## config.mk

```make
export PLATFORM = sky130hd
export DESIGN_NAME = logic_unit_arbiter
export DESIGN_NICKNAME = d
export VERILOG_FILES = /design/src/rtl/lu_arb_pkg.sv /design/src/rtl/rr_arb2.sv /design/src/rtl/logic_unit_arbiter.sv
export SDC_FILE = /design/constraint.sdc
export NUM_CORES = 1
export LEC_CHECK = 0
export ABC_AREA = 1
export BUFFER_PORTS_ARGS = -buffer_cell sky130_fd_sc_hd__buf_2
export CAP_MARGIN = 15
export CORE_ASPECT_RATIO = 1.4
export CORE_UTILIZATION = 47
export CTS_CLUSTER_DIAMETER = 50
export DETAILED_ROUTE_END_ITERATION = 8
export GPL_TIMING_DRIVEN = 0
export PLACE_DENSITY_LB_ADDON = 0.2
export SLEW_MARGIN = 20
export SYNTH_ARGS = -nofsm -noshare
export SYNTH_HDL_FRONTEND = slang
export SYNTH_SLANG_ARGS = --single-unit
```

## constraint.sdc

```tcl
create_clock -name clk -period 1.1 [get_ports clk]
set_input_delay 0.165 -clock clk [delete_from_list [all_inputs] [get_ports clk]]
set_output_delay 0.165 -clock clk [all_outputs]
set_load 0.02 [all_outputs]
```

## src/rtl/lu_arb_pkg.sv

```systemverilog
// Shared types and constants for the logic-unit arbiter.
// Zero-flag option is controlled by the LU_ZERO_FLAG_EN macro in the top.
package lu_arb_pkg;

    localparam int unsigned LU_OPW = 2;

    typedef enum logic [LU_OPW-1:0] {
        LU_AND  = 2'b00,
        LU_NAND = 2'b01,
        LU_NOT  = 2'b10,
        LU_RSV  = 2'b11
    } lu_op_t;

    typedef enum logic [1:0] {
        IDLE,
        SETTLE,
        RESP
    } state_t;

    // Index/counter width that never collapses to zero bits.
    function automatic int unsigned idx_w(input int unsigned n);
        return (n > 1) ? $clog2(n) : 1;
    endfunction

endpackage

```

## src/rtl/rr_arb2.sv

```systemverilog
// Round-robin arbiter: first requester at or above ptr wins, wrapping around.
module rr_arb2
    import lu_arb_pkg::*;
#(
    parameter int unsigned NREQ = 2,
    localparam int unsigned IW  = idx_w(NREQ)
) (
    input  logic [NREQ-1:0] req,
    input  logic [IW-1:0]   ptr,
    output logic [NREQ-1:0] gnt,
    output logic [IW-1:0]   gnt_idx
);

    always_comb begin
        int unsigned j;
        logic        found;
        gnt     = '0;
        gnt_idx = '0;
        found   = 1'b0;
        j       = 0;
        for (int unsigned k = 0; k < NREQ; k++) begin
            j = (32'(ptr) + k) % NREQ;
            if (!found && req[IW'(j)]) begin
                found          = 1'b1;
                gnt[IW'(j)]    = 1'b1;
                gnt_idx        = IW'(j);
            end
        end
    end

endmodule

```

## src/rtl/logic_unit_arbiter.sv

```systemverilog
// Shares one bitwise logic unit between NREQ requesters with round-robin grant.
// Define LU_ZERO_FLAG_EN to add the rsp_z (result == 0) output.
module logic_unit_arbiter
    import lu_arb_pkg::*;
#(
    parameter int unsigned NREQ       = 2,
    parameter int unsigned DW         = 8,
    parameter int unsigned SETTLE_CYC = 1
) (
    input  logic                   clk,
    input  logic                   rst_n,
    input  logic [NREQ-1:0]        req_valid,
    output logic [NREQ-1:0]        req_ready,
    input  logic [LU_OPW*NREQ-1:0] req_op,
    input  logic [DW*NREQ-1:0]     req_a,
    input  logic [DW*NREQ-1:0]     req_b,
    output logic [NREQ-1:0]        rsp_valid,
    input  logic [NREQ-1:0]        rsp_ready,
    output logic [DW-1:0]          rsp_y,
`ifdef LU_ZERO_FLAG_EN
    output logic                   rsp_z,
`endif
    output lu_op_t                 lu_op,
    output logic [DW-1:0]          lu_a,
    output logic [DW-1:0]          lu_b,
    input  logic [DW-1:0]          lu_y,
    output logic                   busy
);

    localparam int unsigned IW = idx_w(NREQ);
    localparam int unsigned CW = idx_w(SETTLE_CYC);

    state_t          state;
    logic [IW-1:0]   ptr;
    logic [IW-1:0]   gnt_q;
    logic [CW-1:0]   cnt;
    logic [NREQ-1:0] arb_gnt;
    logic [IW-1:0]   arb_idx;

    rr_arb2 #(.NREQ(NREQ)) u_arb (
        .req     (req_valid),
        .ptr     (ptr),
        .gnt     (arb_gnt),
        .gnt_idx (arb_idx)
    );

    // Accept is combinational so the grant lands on the same edge as the capture.
    always_comb begin
        req_ready = '0;
        if (rst_n && state == IDLE) begin
            req_ready = arb_gnt;
        end
    end

    always_ff @(posedge clk or negedge rst_n) begin
        if (!rst_n) begin
            state     <= IDLE;
            ptr       <= '0;
            gnt_q     <= '0;
            cnt       <= '0;
            rsp_valid <= '0;
            rsp_y     <= '0;
`ifdef LU_ZERO_FLAG_EN
            rsp_z     <= 1'b0;
`endif
            lu_op     <= LU_AND;
            lu_a      <= '0;
            lu_b      <= '0;
            busy      <= 1'b0;
        end else begin
            case (state)
                IDLE: begin
                    if (|req_valid) begin
                        gnt_q <= arb_idx;
                        lu_op <= lu_op_t'(req_op[32'(arb_idx) * LU_OPW +: LU_OPW]);
                        lu_a  <= req_a[32'(arb_idx) * DW +: DW];
                        lu_b  <= req_b[32'(arb_idx) * DW +: DW];
                        cnt   <= CW'(SETTLE_CYC - 1);
                        busy  <= 1'b1;
                        state <= SETTLE;
                    end
                end
                SETTLE: begin
                    if (cnt == '0) begin
                        rsp_y     <= lu_y;
`ifdef LU_ZERO_FLAG_EN
                        rsp_z     <= (lu_y == '0);
`endif
                        rsp_valid <= NREQ'(1) << gnt_q;
                        state     <= RESP;
                    end else begin
                        cnt <= cnt - CW'(1);
                    end
                end
                RESP: begin
                    // Pointer moves only on completion so waiting requesters keep their turn.
                    if (rsp_ready[gnt_q]) begin
                        rsp_valid <= '0;
                        ptr       <= (gnt_q == IW'(NREQ - 1)) ? '0 : gnt_q + IW'(1);
                        lu_op     <= LU_AND;
                        lu_a      <= '0;
                        lu_b      <= '0;
                        busy      <= 1'b0;
                        state     <= IDLE;
                    end
                end
                default: state <= IDLE;
            endcase
        end
    end

endmodule

```

Word level (Yosys, flattened, before mapping)
Index checks and enable logic that the tools add are counted.
{ "totals": {"regBits": 34, "latchBits": 0, "ram_bits": 0, "rom_bits": 0, "input_bits": 50, "output_inout_bits": 31, "wordCells": 82, "memories": 0} }
{ "classes": {"addsub": 3, "n_mul": 0, "n_div": 0, "order_cmp": 5, "eq_ne": 5, "shift": 4, "n_mux": 36, "bitwise_logic": 2, "n_reduce_logical": 17} }
{ "ops": {"columns": ["cell", "n"], "rows": [
  ["case mux 8 bit (2 select lines)", 2],
  ["indexed part select 16 x 5 -> 8 bit", 2],
  ["2-to-1 mux 8 bit", 3],
  ["2-to-1 mux 1 bit", 16],
  ["2-to-1 mux 2 bit", 8],
  ["AND reduction 3 bit", 3],
  ["case mux 2 bit (2 select lines)", 2],
  ["AND reduction 2 bit", 4],
  ["less-than comparator 1 x 2 -> 1 bit, second input constant", 3],
  ["case mux 2 bit (3 select lines)", 1],
  ["nonzero test 2 bit", 3],
  ["logical AND 1 bit", 4],
  ["inequality test 2 bit, second input constant", 2],
  ["case mux 1 bit (2 select lines)", 2],
  ["indexed part select 4 x 3 -> 2 bit", 1],
  ["adder 1 bit, second input constant", 2],
  ["demux 1 bit (select 1 bit)", 2],
  ["equality test 2 x 1 -> 1 bit, second input constant", 1],
  ["equality test 2 bit, second input constant", 1],
  ["greater-or-equal comparator 1 bit, second input constant", 2],
  ["logical NOT 2 bit", 1],
  ["inequality test 2 x 1 -> 1 bit, second input constant", 1],
  ["bitwise OR 2 bit", 1],
  ["OR reduction 2 bit", 1],
  ["4 further kinds", 4]
]} }

Logic depth before layout (Yosys ltp)
{ "depth": {"ltp_word": 9, "depth_mapped": 7, "depth_no_buf": 6} }

By module
From an unflattened synthesis, not the netlist that was laid out.
{ "hier_totals": {"hier_cells": 215, "hier_area_um2": 1724.2} }
{ "modules_own_cells": {"columns": ["module", "n_inst", "cells_per_inst", "area_per_inst_um2", "seq_area_each_um2"], "rows": [
  ["logic_unit_arbiter", 1, 210, 1695.4, 825.8],
  ["rr_arb2", 1, 5, 28.8, 0.0]
]} }

Worst setup path after synthesis
Ideal clock, no wire load.
{ "synth_timing": {"path_type": "flip-flop to output port", "from": "register ptr", "to": "output port req_ready[0]", "arrival_time_ps": 974, "setup_slack_ps": -39, "stages_incl_launch_ff": 5, "path_buffers": 1, "path_cell_list": "dfrtp_1 nand2_2 buf_6 nand2_1 nor2_1"} }
{ "synth_between": {"elab_chain_len": 8, "word_cells_on_any_way": 22, "classes_between": "add/sub: 1; order compare: 4; mux: 12; bitwise: 1; reduce/logical: 4"} }
{ "synth_lines": {"columns": ["item", "line", "text"], "rows": [
  ["start, declared", "logic_unit_arbiter.sv:34", "logic [IW-1:0] ptr;"],
  ["start signal, assigned", "logic_unit_arbiter.sv:99", "ptr <= (gnt_q == IW'(NREQ - 1)) ? '0 : gnt_q + IW'(1);"],
  ["adder 1 bit, or another cell as far along", "rr_arb2.sv:22", "j = (32'(ptr) + k) % NREQ;"],
  ["less-than comparator 1 x 2 -> 1 bit (implied by the code), or another cell as far along", "rr_arb2.sv:25", "gnt[IW'(j)] = 1'b1;"],
  ["logical AND 1 bit (implied by the code) or 2-to-1 mux 1 bit (tied branches)", "rr_arb2.sv:25", null],
  ["2-to-1 mux 1 bit (implied by the code) or demux 1 bit (select 1 bit) (tied branches)", null, null],
  ["demux 1 bit (select 1 bit) or 2-to-1 mux 2 bit (tied branches)", null, null],
  ["bitwise OR 2 bit (no source line)", null, null],
  ["2-to-1 mux 2 bit *", "rr_arb2.sv:23", "if (!found && req[IW'(j)]) begin"],
  ["2-to-1 mux 2 bit *", "logic_unit_arbiter.sv:50", "if (rst_n && state == IDLE) begin"],
  ["end, declared", "logic_unit_arbiter.sv:13", "output logic [NREQ-1:0] req_ready,"]
]} }
Mark *: on every way between the ends. The rest lies on a longest branch, timed or not. The select of a mux whose other input is x is not followed.

Worst setup path in the final report
Ends and elaborated chain as after synthesis.

==> impl_metrics.csv <==
group,metric,value,unit
floorplanning,coreArea,0.00364,sq mm
yosys,syn_nets,282,
place,place.gp.congestion,0.702,
timing,fin_crit,1.41,ns
yosys,ys_types,18,
yosys,yosys.area.top_type_share,46.3,%
timing,drv_slew,0,
timing,finalSetupViolations,26,
clock_network,clock-sinks,33,
timing,slew_headroom,71.6,%
clock_network,clk_latency,0.28,ns
finish,antenna_cells,0,
timing,rsz0062_at_grt,"yes",
yosys,synth-main-ff-cell,"dfrtp_1",
critical_path,r2r_slack,-0.19,ns
critical_path,crit_path_end,"req_ready[0]",
timing,hold_violations,33,
power,powerDensity,2790,mW/mm^2
hold_path,hp-class,"in2async",
global_routing,grt_pass1_wl,6990,um
timing,post-route-period-util,128,%
yosys,synth-seq-cells,33,
yosys,synth_cells,232,
route,dr.pass1.iters,4,
yosys,synth_area_per_cell,7.69,sq um
critical_path,end_kind,"output port",
route,avgRoutedWirePerCell,12.2,um
critical_path,r2r_end,"lu_a[7]",
yosys,yosysSeqAreaShare,46.3,%
critical_path,cp_max_fo,3,
critical_path,reg2reg_depth,7,
power,finalPower,7.40,mW
status,violations,"hold timing, setup timing",
timing,max_clock_freq,709,MHz
place,hpwl,3020,um
clock_network,path_clk_slew,0.07,ns
critical_path,critPathMaxStageDelay,0.41,ns
global_routing,grt_pass1_vias,1621,
status,outcome,"finished, violations left",
floorplanning,dieHeight,74.9,um
floorplanning,die_w,54.1,um
finish,nets,387,
global_routing,grt.total_usage,23.9,%
global_routing,grt_max_degree,35,
floorplanning,die_area,0.00405,sq mm
yosys,yosys-top-cells-count,"77 x nand2_1, 48 x nand3_1, 39 x inv_1",
yosys,synth_top_cell_by_area,"dfrtp_1",
critical_path,cp_slowest_cell,"dfrtp_1",
clock_network,cts_max_path_buffers,2,
critical_path,critical_path_class,"reg2out",
floorplanning,initial_utilization,48.9,%
route,drt_iter0_drc,33,
yosys,yosysMostFrequentCell,"nand2_1",
floorplanning,core.rowCount,26,
yosys,async_reset_ff_share,100,%
critical_path,cp.required,0.94,ns
power,p_leak,1.60,nW
yosys,synth-edff-count,0,
finish,drive_gt1_share,44.2,%
yosys,yosys-top-cells-area,"dfrtp_1 46%, nand2_1 16%, nand3_1 13%",
job,drv_cap,0,
clock_network,root_buffer,"clkbuf_8",
route,drt-total-wl,4640,um
clock_network,numCtsBuffers,5,
finish,syn_to_final_growth,48.7,%
route,vias_per_cell,4.87,
critical_path,start_kind,"register",
place,numPortBuffers,80,
critical_path,path_cells,"nand2_2 -> buf_8 -> nand2_1 -> nor2_2 -> buf_6",
critical_path,crit_arrival,1.25,ns
floorplanning,io_pins,81,
timing,fin_ws,-0.310,ns
route,ant_nets,0,
timing,tightest_slew,0.426,ns
route,vias,1845,
global_routing,antenna_found_initial,0,
critical_path,r2r_start,"state[1]",
yosys,ys_warn_count,0,
power,ir_drop,1.76,mV
clock_network,cts_tree,"yes",
critical_path,crit_path_start,"ptr",
timing,skew,0.00242,ns
timing,holdWs,-0.187,ns
route,drc,0,
clock_network,htreeDepth,2,
yosys,synth_area,0.00178,sq mm
global_routing,grt_overflow,0,
state kept, by name, summed over array words and instances, names as in the netlist:
register   cells
rsp_y          8
state          2
lu_b           8
lu_a           8
ptr            1
gnt_q          1
busy           1
rsp_valid      2
lu_op          2
power by group:
part / switching (mW) / internal, mW / leakage, nW
sequential: 0.320 / 1.81 / 0.405
combinational: 2.42 / 1.76 / 1.14
clock: 0.437 / 0.658 / 0.0540
total: 3.18 / 4.23 / 1.60
metal layers:
metal  share of wire, %  vias to the layer above  global-route usage, %
li1                   -                      917                      -
met1                 39                      866                   27.1
met2                 55                       53                   43.8
met3                3.8                        9                   4.85
met4                2.0                        0                   7.69
met5                  0                        -                      0
stage by stage:
stage | std cells | area, sq um | TNS [ns] | util [%] | setup slack (ns)
6_report | 379 | 2650 | -3.20 | 72.8 | -0.310
3_5_place_dp | 354 | 2240 | -2.18 | 61.4 | -0.379
4_1_cts | 375 | 2540 | -2.20 | 69.7 | -0.304
5_1_grt | 379 | 2650 | -4.57 | 72.8 | -0.360
2_1_floorplan | 232 | 1780 | -0.0678 | - | -0.0391
3_3_place_gp | 354 | 2240 | -1.98 | 61.4 | -0.351
layout by cell type, fill, tap and decap left out, types with 3 or more instances in the layout:
| master | netlist | final |
|---|---|---|
| nand2_2 | 2 | 5 |
| nand3_1 | 48 | 44 |
| nand2_1 | 77 | 71 |
| buf_4 | 4 | 11 |
| buf_2 | 1 | 77 |
| nand2_4 | 1 | 3 |
| dfrtp_1 | 33 | 33 |
| buf_6 | 5 | 17 |
| inv_1 | 39 | 37 |
| clkbuf_8 | 0 | 5 |
| inv_2 | 2 | 3 |
| nand3_2 | 9 | 13 |
kinds of logic (layout without fill, tap and decap cells):
| kind of cell | after synthesis | count (layout) | share of synthesized area (%) |
|---|---|---|---|
| buffers and inverters | 53 | 158 | 15.1 |
| and+or+nand+nor | 142 | 142 | 37.3 |
| AOI/OAI and AO/OA | 4 | 4 | 1.33 |
| DFF | 33 | 33 | 46.3 |
worst max-delay path, delay by kind of cell (launching register included):
family	cells	cell delay [ns]
buffers and inverters	2	0.25
AND/OR/NAND/NOR	3	0.30
flip-flops	1	0.41
cell type report:
| cell class | instances | area (sq um) |
|---|---|---|
| clock inverters | 2 | 35.0 |
| repair buffers | 98 | 589 |
| inverters | 42 | 164 |
| fillers | 326 | 992 |
| clock buffers | 5 | 68.8 |
| flip-flops and latches | 33 | 826 |
| well taps | 42 | 52.6 |
| multi-input cells | 146 | 776 |
| plain buffers | 11 | 140 |
worst min path at each step:
stage                from        to  slack [ns]  depth (start not counted)
finish              rst_n  rsp_y[5]       -0.19                          1
global route        rst_n  rsp_y[5]       -0.17                          1
CTS                 rst_n  rsp_y[5]       -0.18                          1
detailed placement  rst_n  rsp_y[5]        0.26                          1
global placement    rst_n  rsp_y[5]        0.26                          1
floorplan           rst_n      busy       -0.13                          0
timing repair:
action | CTS | global route
pin swaps | 4 | 6
cloned | 6 | 1
gates resized for setup | 27 | 28
buffers inserted | 8 | 3
setup endpoints to repair | 23 | 35
hold endpoints to repair | 33 | 33
(Power assumes the default switching activity.)
